File: config.mk
export PLATFORM = sky130hd
export DESIGN_NAME = hop_bits_loader
export DESIGN_NICKNAME = d
export VERILOG_FILES = /design/src/rtl/hop_bits_loader.sv
export SDC_FILE = /design/constraint.sdc
export NUM_CORES = 1
export LEC_CHECK = 0
export CORE_MARGIN = 5
export CORE_UTILIZATION = 47
export CTS_BUF_LIST = sky130_fd_sc_hd__clkbuf_16
export DETAILED_ROUTE_END_ITERATION = 6
export GPL_ROUTABILITY_DRIVEN = 0
export PLACE_DENSITY = 0.75
export SLEW_MARGIN = 10
export SYNTH_ARGS = -nofsm -noshare
export SYNTH_HDL_FRONTEND = slang
export SYNTH_SLANG_ARGS = --single-unit
File: constraint.sdc
create_clock -name clk -period 2.5 [get_ports clk]
set_input_delay 0.375 -clock clk [delete_from_list [all_inputs] [get_ports clk]]
set_output_delay 0.375 -clock clk [all_outputs]
set_load 0.005 [all_outputs]
File: src/rtl/hop_bits_loader.sv
// hop_bits_loader: assembles 32-bit AXI-Stream hop-pattern words into a
// 128-bit shadow frame and hands it to the scan controller's tx_bits bus at
// each rising edge of hop_rst. It also flags framing errors and underruns.
// Optional feature macro: HOP_LOADER_STATS_EN enables the frames_sent
// counter, the ntx_bits_cnt history register and the underrun flag. When it
// is undefined, those outputs are tied to zero.
module hop_bits_loader #(
    parameter int WORD_WIDTH      = 32,
    parameter int TX_BITS_WIDTH   = 128,
    parameter int WORDS_PER_FRAME = 4,
    parameter int BIT_CNT_WIDTH   = 7,
    parameter int NTX_BITS        = 78,
    parameter int CNT_WIDTH       = 16
) (
    input  logic                     clk,
    input  logic                     reset,
    input  logic [WORD_WIDTH-1:0]    s_tdata,
    input  logic                     s_tvalid,
    input  logic                     s_tlast,
    output logic                     s_tready,
    input  logic                     hop_rst,
    input  logic [BIT_CNT_WIDTH-1:0] ntx_bits_cnt,
    output logic [TX_BITS_WIDTH-1:0] tx_bits,
    output logic                     frame_pending,
    output logic [CNT_WIDTH-1:0]     frames_sent,
    output logic                     underrun,
    output logic                     err_len
);

    localparam int IDX_W = (WORDS_PER_FRAME > 1) ? $clog2(WORDS_PER_FRAME) : 1;
    localparam logic [IDX_W-1:0] LAST_IDX = IDX_W'(WORDS_PER_FRAME - 1);

    typedef enum logic [1:0] {
        FILL = 2'd0,
        DROP = 2'd1,
        FULL = 2'd2
    } state_t;

    state_t                   state_q, state_d;
    logic [IDX_W-1:0]         idx_q, idx_d;
    logic                     shadow_we;
    logic                     set_err;
    logic [TX_BITS_WIDTH-1:0] shadow;
    logic                     hop_rst_q;
    logic                     accept;
    logic                     transfer;

    // A word is accepted in FILL or DROP, and never while reset is asserted.
    assign s_tready      = ~reset & (state_q != FULL);
    assign frame_pending = (state_q == FULL);
    assign accept        = s_tvalid & s_tready;
    // The transfer point is a rising edge of hop_rst.
    assign transfer      = hop_rst & ~hop_rst_q;

    // Next-state logic. The transfer decision uses the state at the start of the cycle.
    always_comb begin
        // NOTE: every combinational output gets a default first, so no path can infer a latch.
        state_d   = state_q;
        idx_d     = idx_q;
        shadow_we = 1'b0;
        set_err   = 1'b0;
        unique case (state_q)
            FILL: begin
                if (accept) begin
                    shadow_we = 1'b1;
                    if (idx_q == LAST_IDX) begin
                        idx_d = '0;
                        if (s_tlast) begin
                            state_d = FULL;
                        end else begin
                            // The frame is too long, so discard words up to the next tlast.
                            set_err = 1'b1;
                            state_d = DROP;
                        end
                    end else if (s_tlast) begin
                        // The frame is too short, so the partial frame is abandoned.
                        set_err = 1'b1;
                        idx_d   = '0;
                    end else begin
                        idx_d = idx_q + 1'b1;
                    end
                end
            end
            DROP: begin
                if (accept && s_tlast) begin
                    state_d = FILL;
                    idx_d   = '0;
                end
            end
            FULL: begin
                if (transfer) begin
                    state_d = FILL;
                end
            end
            default: begin
                state_d = FILL;
                idx_d   = '0;
            end
        endcase
    end

    // Registers for the state, the word index, the active frame and the framing flag.
    always_ff @(posedge clk) begin
        // NOTE: sequential state uses non-blocking assignments, so every register samples pre-edge values.
        if (reset) begin
            state_q   <= FILL;
            idx_q     <= '0;
            hop_rst_q <= 1'b0;
            tx_bits   <= '0;
            err_len   <= 1'b0;
        end else begin
            state_q   <= state_d;
            idx_q     <= idx_d;
            hop_rst_q <= hop_rst;
            if (transfer && state_q == FULL) begin
                tx_bits <= shadow;
            end
            if (set_err) begin
                err_len <= 1'b1;
            end
        end
    end

    // Shadow frame storage. Word k is written into slice k, so word 0 sits in the LSBs.
    always_ff @(posedge clk) begin
        // NOTE: the shadow is left out of reset on purpose. It is only visible after a full refill.
        if (shadow_we) begin
            shadow[idx_q*WORD_WIDTH +: WORD_WIDTH] <= s_tdata;
        end
    end

`ifdef HOP_LOADER_STATS_EN
    logic [BIT_CNT_WIDTH-1:0] ntx_bits_cnt_q;
    logic                     done_pulse;

    // A transmission completes when the bit counter first reaches NTX_BITS while hop_rst is low.
    assign done_pulse = (ntx_bits_cnt == BIT_CNT_WIDTH'(NTX_BITS)) &&
                        (ntx_bits_cnt_q != BIT_CNT_WIDTH'(NTX_BITS)) && !hop_rst;

    // Statistics: the completion counter, which wraps, and the sticky underrun flag.
    always_ff @(posedge clk) begin
        if (reset) begin
            ntx_bits_cnt_q <= '0;
            frames_sent    <= '0;
            underrun       <= 1'b0;
        end else begin
            ntx_bits_cnt_q <= ntx_bits_cnt;
            if (done_pulse) begin
                frames_sent <= frames_sent + 1'b1;
            end
            if (transfer && state_q != FULL) begin
                underrun <= 1'b1;
            end
        end
    end
`else
    logic unused_ntx_bits_cnt;
    assign unused_ntx_bits_cnt = ^ntx_bits_cnt;
    assign frames_sent         = '0;
    assign underrun            = 1'b0;
`endif

endmodule

== Word-level counts from Yosys, hierarchy flattened ==
Index checks and enable logic that the tools add are counted.

* Register bits after elaboration: 262
* Word-level logic and storage cells: 47
* Output and inout bits: 148
* Input port bits: 44

* Multiplexer cells: 18
* Reductions and logical operators: 5
* Bitwise operators: 6
* Equality and inequality tests: 8
* Add/subtract/negate cells: 2
* Shifts and indexed selects: 2

{| class="wikitable"
|+ Operator list
! kind !! count
|-
| $bwmux W128 || 1
|-
| $shift A32 B34 Y128 const A || 1
|-
| $shiftx A32 B34 Y128 || 1
|-
| $neg A7 Y34 || 1
|-
| $mux W2 || 8
|-
| $pmux W2 S3 || 2
|-
| $ne A2 B2 Y1 const B || 4
|-
| $mux W1 || 7
|-
| $eq A2 B2 Y1 const B || 2
|-
| $reduce_and A4 Y1 || 1
|-
| $and A1 B1 Y1 || 3
|-
| $not A1 Y1 || 3
|-
| $reduce_and A3 Y1 || 1
|-
| $add A2 B1 Y2 const B || 1
|-
| $eq A2 B1 Y1 const B || 1
|-
| $logic_and A1 B1 Y1 || 2
|-
| $logic_not A2 Y1 || 1
|-
| $ne A2 B1 Y1 const B || 1
|}

== Longest topological paths before layout ==
Gate-level depths: netlist (run 1).

* Depth after elaboration: 6
* Gate-level depth with buffers: 5

== Least setup slack after synthesis (run 1) ==
Ideal clock, no wire load.

* Path type: reg-to-reg
* Start: register state_q[1]
* End: register shadow[0], enable pin
* Stages on the path, launching flop included: 3
* Data required time: 2.108 ns
* Setup slack: 0.419 ns
* Buffers on the path: 0
* Arrival: 1.689 ns
* Clock period less this slack: 2.081 ns
* Cells stage by stage: dfxtp_1 -> nor4b_2 -> and2_1

* Word-level cells in the longest chain between the ends: 5

{| class="wikitable"
|+ RTL lines
! what !! RTL line !! source
|-
| start: declaration || 39 || <nowiki>state_t state_q, state_d;</nowiki>
|-
| start signal: assignment || 112 || <nowiki>state_q <= state_d;</nowiki>
|-
| $ne A2 B2 Y1 || 49 || <nowiki>assign s_tready = ~reset & (state_q != FULL);</nowiki>
|-
| $and A1 B1 Y1 || 49 ||
|-
| $and A1 B1 Y1 || 51 || <nowiki>assign accept = s_tvalid & s_tready;</nowiki>
|-
| $mux W1 || 64 || <nowiki>if (accept) begin</nowiki>
|-
| $mux W1 (*) || 62 || <nowiki>unique case (state_q)</nowiki>
|-
| end signal: indexed assignment || 128 || <nowiki>shadow[idx_q*WORD_WIDTH +: WORD_WIDTH] <= s_tdata;</nowiki>
|-
| end: declaration || 43 || <nowiki>logic [TX_BITS_WIDTH-1:0] shadow;</nowiki>
|}

Every way passes the cells marked *; elsewhere a longest branch is shown, timed or not.
A chain may end at the register's enable or synchronous reset.

== Worst setup path in the final report (run 1) ==
* Start: register state_q[1]
* End: output port frame_pending

* Word-level cells in the longest chain between the ends: 1

{| class="wikitable"
|+ RTL lines
! what !! RTL line !! source
|-
| $eq A2 B2 Y1 || 50 || <nowiki>assign frame_pending = (state_q == FULL);</nowiki>
|-
| end: declaration || 24 || <nowiki>output logic frame_pending,</nowiki>
|}

No other way between the ends.

==> results.py, run 1 <==
metrics = {
    "floorplanning": {
        "die-height_um": 153,
        "num_rows": 52,
        "die-area_um2": 23400,
        "initial_core_util": 0.477,
        "core_area_um2": 20200,
        "die_w_um": 153,
        "ioPinCount": 192,
    },
    "yosys": {
        "synth_top_cell_area_share": 0.399,
        "ys_warn_count": 0,
        "postSynthCellCount": 887,
        "synth.avg_cell_area_um2": 10.8,
        "synth_cell_type_count": 26,
        "synth_area_leaders": "edfxtp_1 (40%), dfxtp_1 (28%), nand2_1 (10%)",
        "synth-main-ff-cell": "dfxtp_1",
        "ys_seq_area_frac": 0.678,
        "netlist_area_um2": 9620,
        "ys_ff_latch": 262,
        "synth_edf_count": 128,
        "ys_async_sr_fraction": 0,
        "synth_area_leader_cell": "edfxtp_1",
    },
    "worst_hold_path": {
        "hold_class": "in2reg",
        "worstHoldPathCells": 2,
        "min_from": "reset",
        "hold_end": "tx_bits[66]",
    },
    "timing": {
        "finalCriticalPeriod_ns": 2.30,
        "max_freq_ghz": 0.435,
        "finalHoldViolCount": 0,
        "slew_headroom": 0.518,
        "hold_ws_ns": 0.293,
        "slew_violations": 0,
        "worst-slew-pin-transition_ns": 0.719,
        "rsz0062_at_grt": "no",
        "setup_viol": 0,
        "fin_crit_sh": 0.919,
        "fin_skew_ns": 0.0112,
        "fin_tns_setup_ns": 0,
    },
    "routing": {
        "dr_total_vias": 6674,
        "drtIter0Drc": 401,
        "first_pass_iters": 4,
        "viasPerCell": 5.01,
        "wire_per_inst_um": 18.5,
        "drt_wl_total_um": 24600,
        "ant_nets": 0,
        "drc": 0,
    },
    "final_layout": {
        "fin_nets": 1093,
        "fin_util": 0.612,
        "multi_input_area_um2": 2790,
        "diodes": 0,
        "area_delta_synth_final_pct": 28.2,
        "final_common_cell": "nand2_1",
        "regArea_um2": 6530,
        "final_cell_mix": "nand2_1 (257), clkdlybuf4s50_1 (166), dfxtp_1 (134), and2_1 (132), a21oi_1 (131)",
        "final_area_um2": 12300,
        "drive_gt1_frac": 0.0546,
        "fillers": 1664,
    },
    "worst_setup_path": {
        "worst-path-max-fanout": 7,
        "timing.rr.end": "shadow[87]",
        "r2r_cells": 5,
        "worstSetupPathType": "reg2out",
        "required_ns": 2.12,
        "critPathCaptureType": "primary output",
        "timing.rr.start": "idx_q[0]",
        "crit_path_start_kind": "flip-flop",
        "rrSetupSlack_ns": 0.33,
        "cp.arrival_ns": 1.92,
    },
    "placement": {
        "port_buffers": 167,
        "placed_area_um2": 11500,
        "place_hpwl_um": 15500,
    },
    "pwr": {
        "report.power.total_w": 0.00850,
        "pwr_density_cell_nw_per_um2": 689,
        "peakVddDrop_mv": 0.510,
        "p_leak_nw": 4.02,
    },
    "clocking": {
        "cts_tree": "yes",
        "postCtsSetupBuffers": 0,
        "cts.sinks": 262,
        "clockBufferDepth": 3,
        "numCtsBuffers": 26,
        "cts_max_level": 1,
        "ctsHoldBuffers": 0,
        "clkLatencyLatePin_ns": 0.52,
        "cts_root_buf": "clkbuf_16",
        "clk_pin_slew_ns": 0.06,
        "cts.repair.resized": 0,
    },
    "status": {
        "status": "finished clean",
    },
    "global_route": {
        "grt_usage": 0.201,
        "antenna_found_initial": 0,
        "overflow": 0,
        "grt_pass1_vias": 6269,
        "grt_pass1_wl_um": 36500,
        "grt_max_degree": 85,
    },
    "job": {
        "maxCapViolations": 0,
    },
}
[flip-flops by register name, indices dropped and copies added (netlist names)]
signal     flops
hop_rst_q      1
shadow       128
tx_bits      128
idx_q          2
state_q        2
err_len        1
[report_power, final]
| part | switching (W) | leakage, nW | internal (W) |
|---|---|---|---|
| Combinational | 0.000196 | 1.49 | 0.000112 |
| Sequential | 0.0000126 | 2.10 | 0.00454 |
| Clock | 0.00154 | 0.432 | 0.00210 |
| Total | 0.00175 | 4.02 | 0.00675 |
[worst max-delay path, cell delays in order (launching register included)]
cell and delay [ns]:
dfxtp_1 0.49, nor2b_1 0.35, clkdlybuf4s50_1 0.57
[cells in the mapped netlist, drive strengths merged (2+ instances only)]
cell,number
buf,46
ha,6
nor2b,2
nand2,257
clkbuf,26
nor2,5
inv,3
a21oi,131
dfxtp,134
edfxtp,128
nor3b,3
and2,132
nand3,2
[final cells by class]
type	instances	area share
tap	270	0.0274
sequential	262	0.529
clock buffer	28	0.0568
clock inverter	20	0.00862
multi-input combinational	566	0.226
inverter	3	0.000913
timing repair buffer	184	0.152
[worst max path at each step]
stage,start,end
2_1_floorplan,state_q[1],shadow[0]
3_3_place_gp,s_tvalid,shadow[37]
3_5_place_dp,s_tvalid,shadow[34]
4_1_cts,state_q[1],frame_pending
5_1_grt,state_q[1],frame_pending
6_report,state_q[1],frame_pending
[per-stage QoR]
| stage | std cells | setup WS [ns] |
|---|---|---|
| CTS | 1333 | 0.179 |
| global placement | 1285 | 0.338 |
| global route | 1333 | 0.0627 |
| finish | 1333 | 0.202 |
| floorplan | 903 | 0.419 |
| detailed placement | 1285 | 0.297 |
[logic make-up after synthesis]
logic type	share of synthesized area
AND/OR/NAND/NOR	0.198
flip-flops	0.678
AO/OA/AOI/OAI	0.0720
buffers and inverters	0.0428
adder cells (fa/ha/maj)	0.00780
XOR/XNOR	0.000910
other	0.000390
[metal layers]
layer | part of all wire | track usage | wire, µm
met3 | 0.069 | 0.0393 | 1710
met4 | 0.031 | 0.0675 | 773
met2 | 0.50 | 0.343 | 12200
met1 | 0.40 | 0.259 | 9900
met5 | 0 | 0 | 0
(Power assumes the default switching activity.)
==> run 2, diff against run 1 <==
--- a/config.mk
+++ b/config.mk
@@ -10,6 +10,7 @@
 export CTS_BUF_LIST = sky130_fd_sc_hd__clkbuf_16
 export DETAILED_ROUTE_END_ITERATION = 6
 export GPL_ROUTABILITY_DRIVEN = 0
+export HOLD_SLACK_MARGIN = 0.08
 export PLACE_DENSITY = 0.75
 export SLEW_MARGIN = 10
 export SYNTH_ARGS = -nofsm -noshare
==> results of run 2 <==
Same layout as run 1: the final DEF is identical, and so are final timing and power.
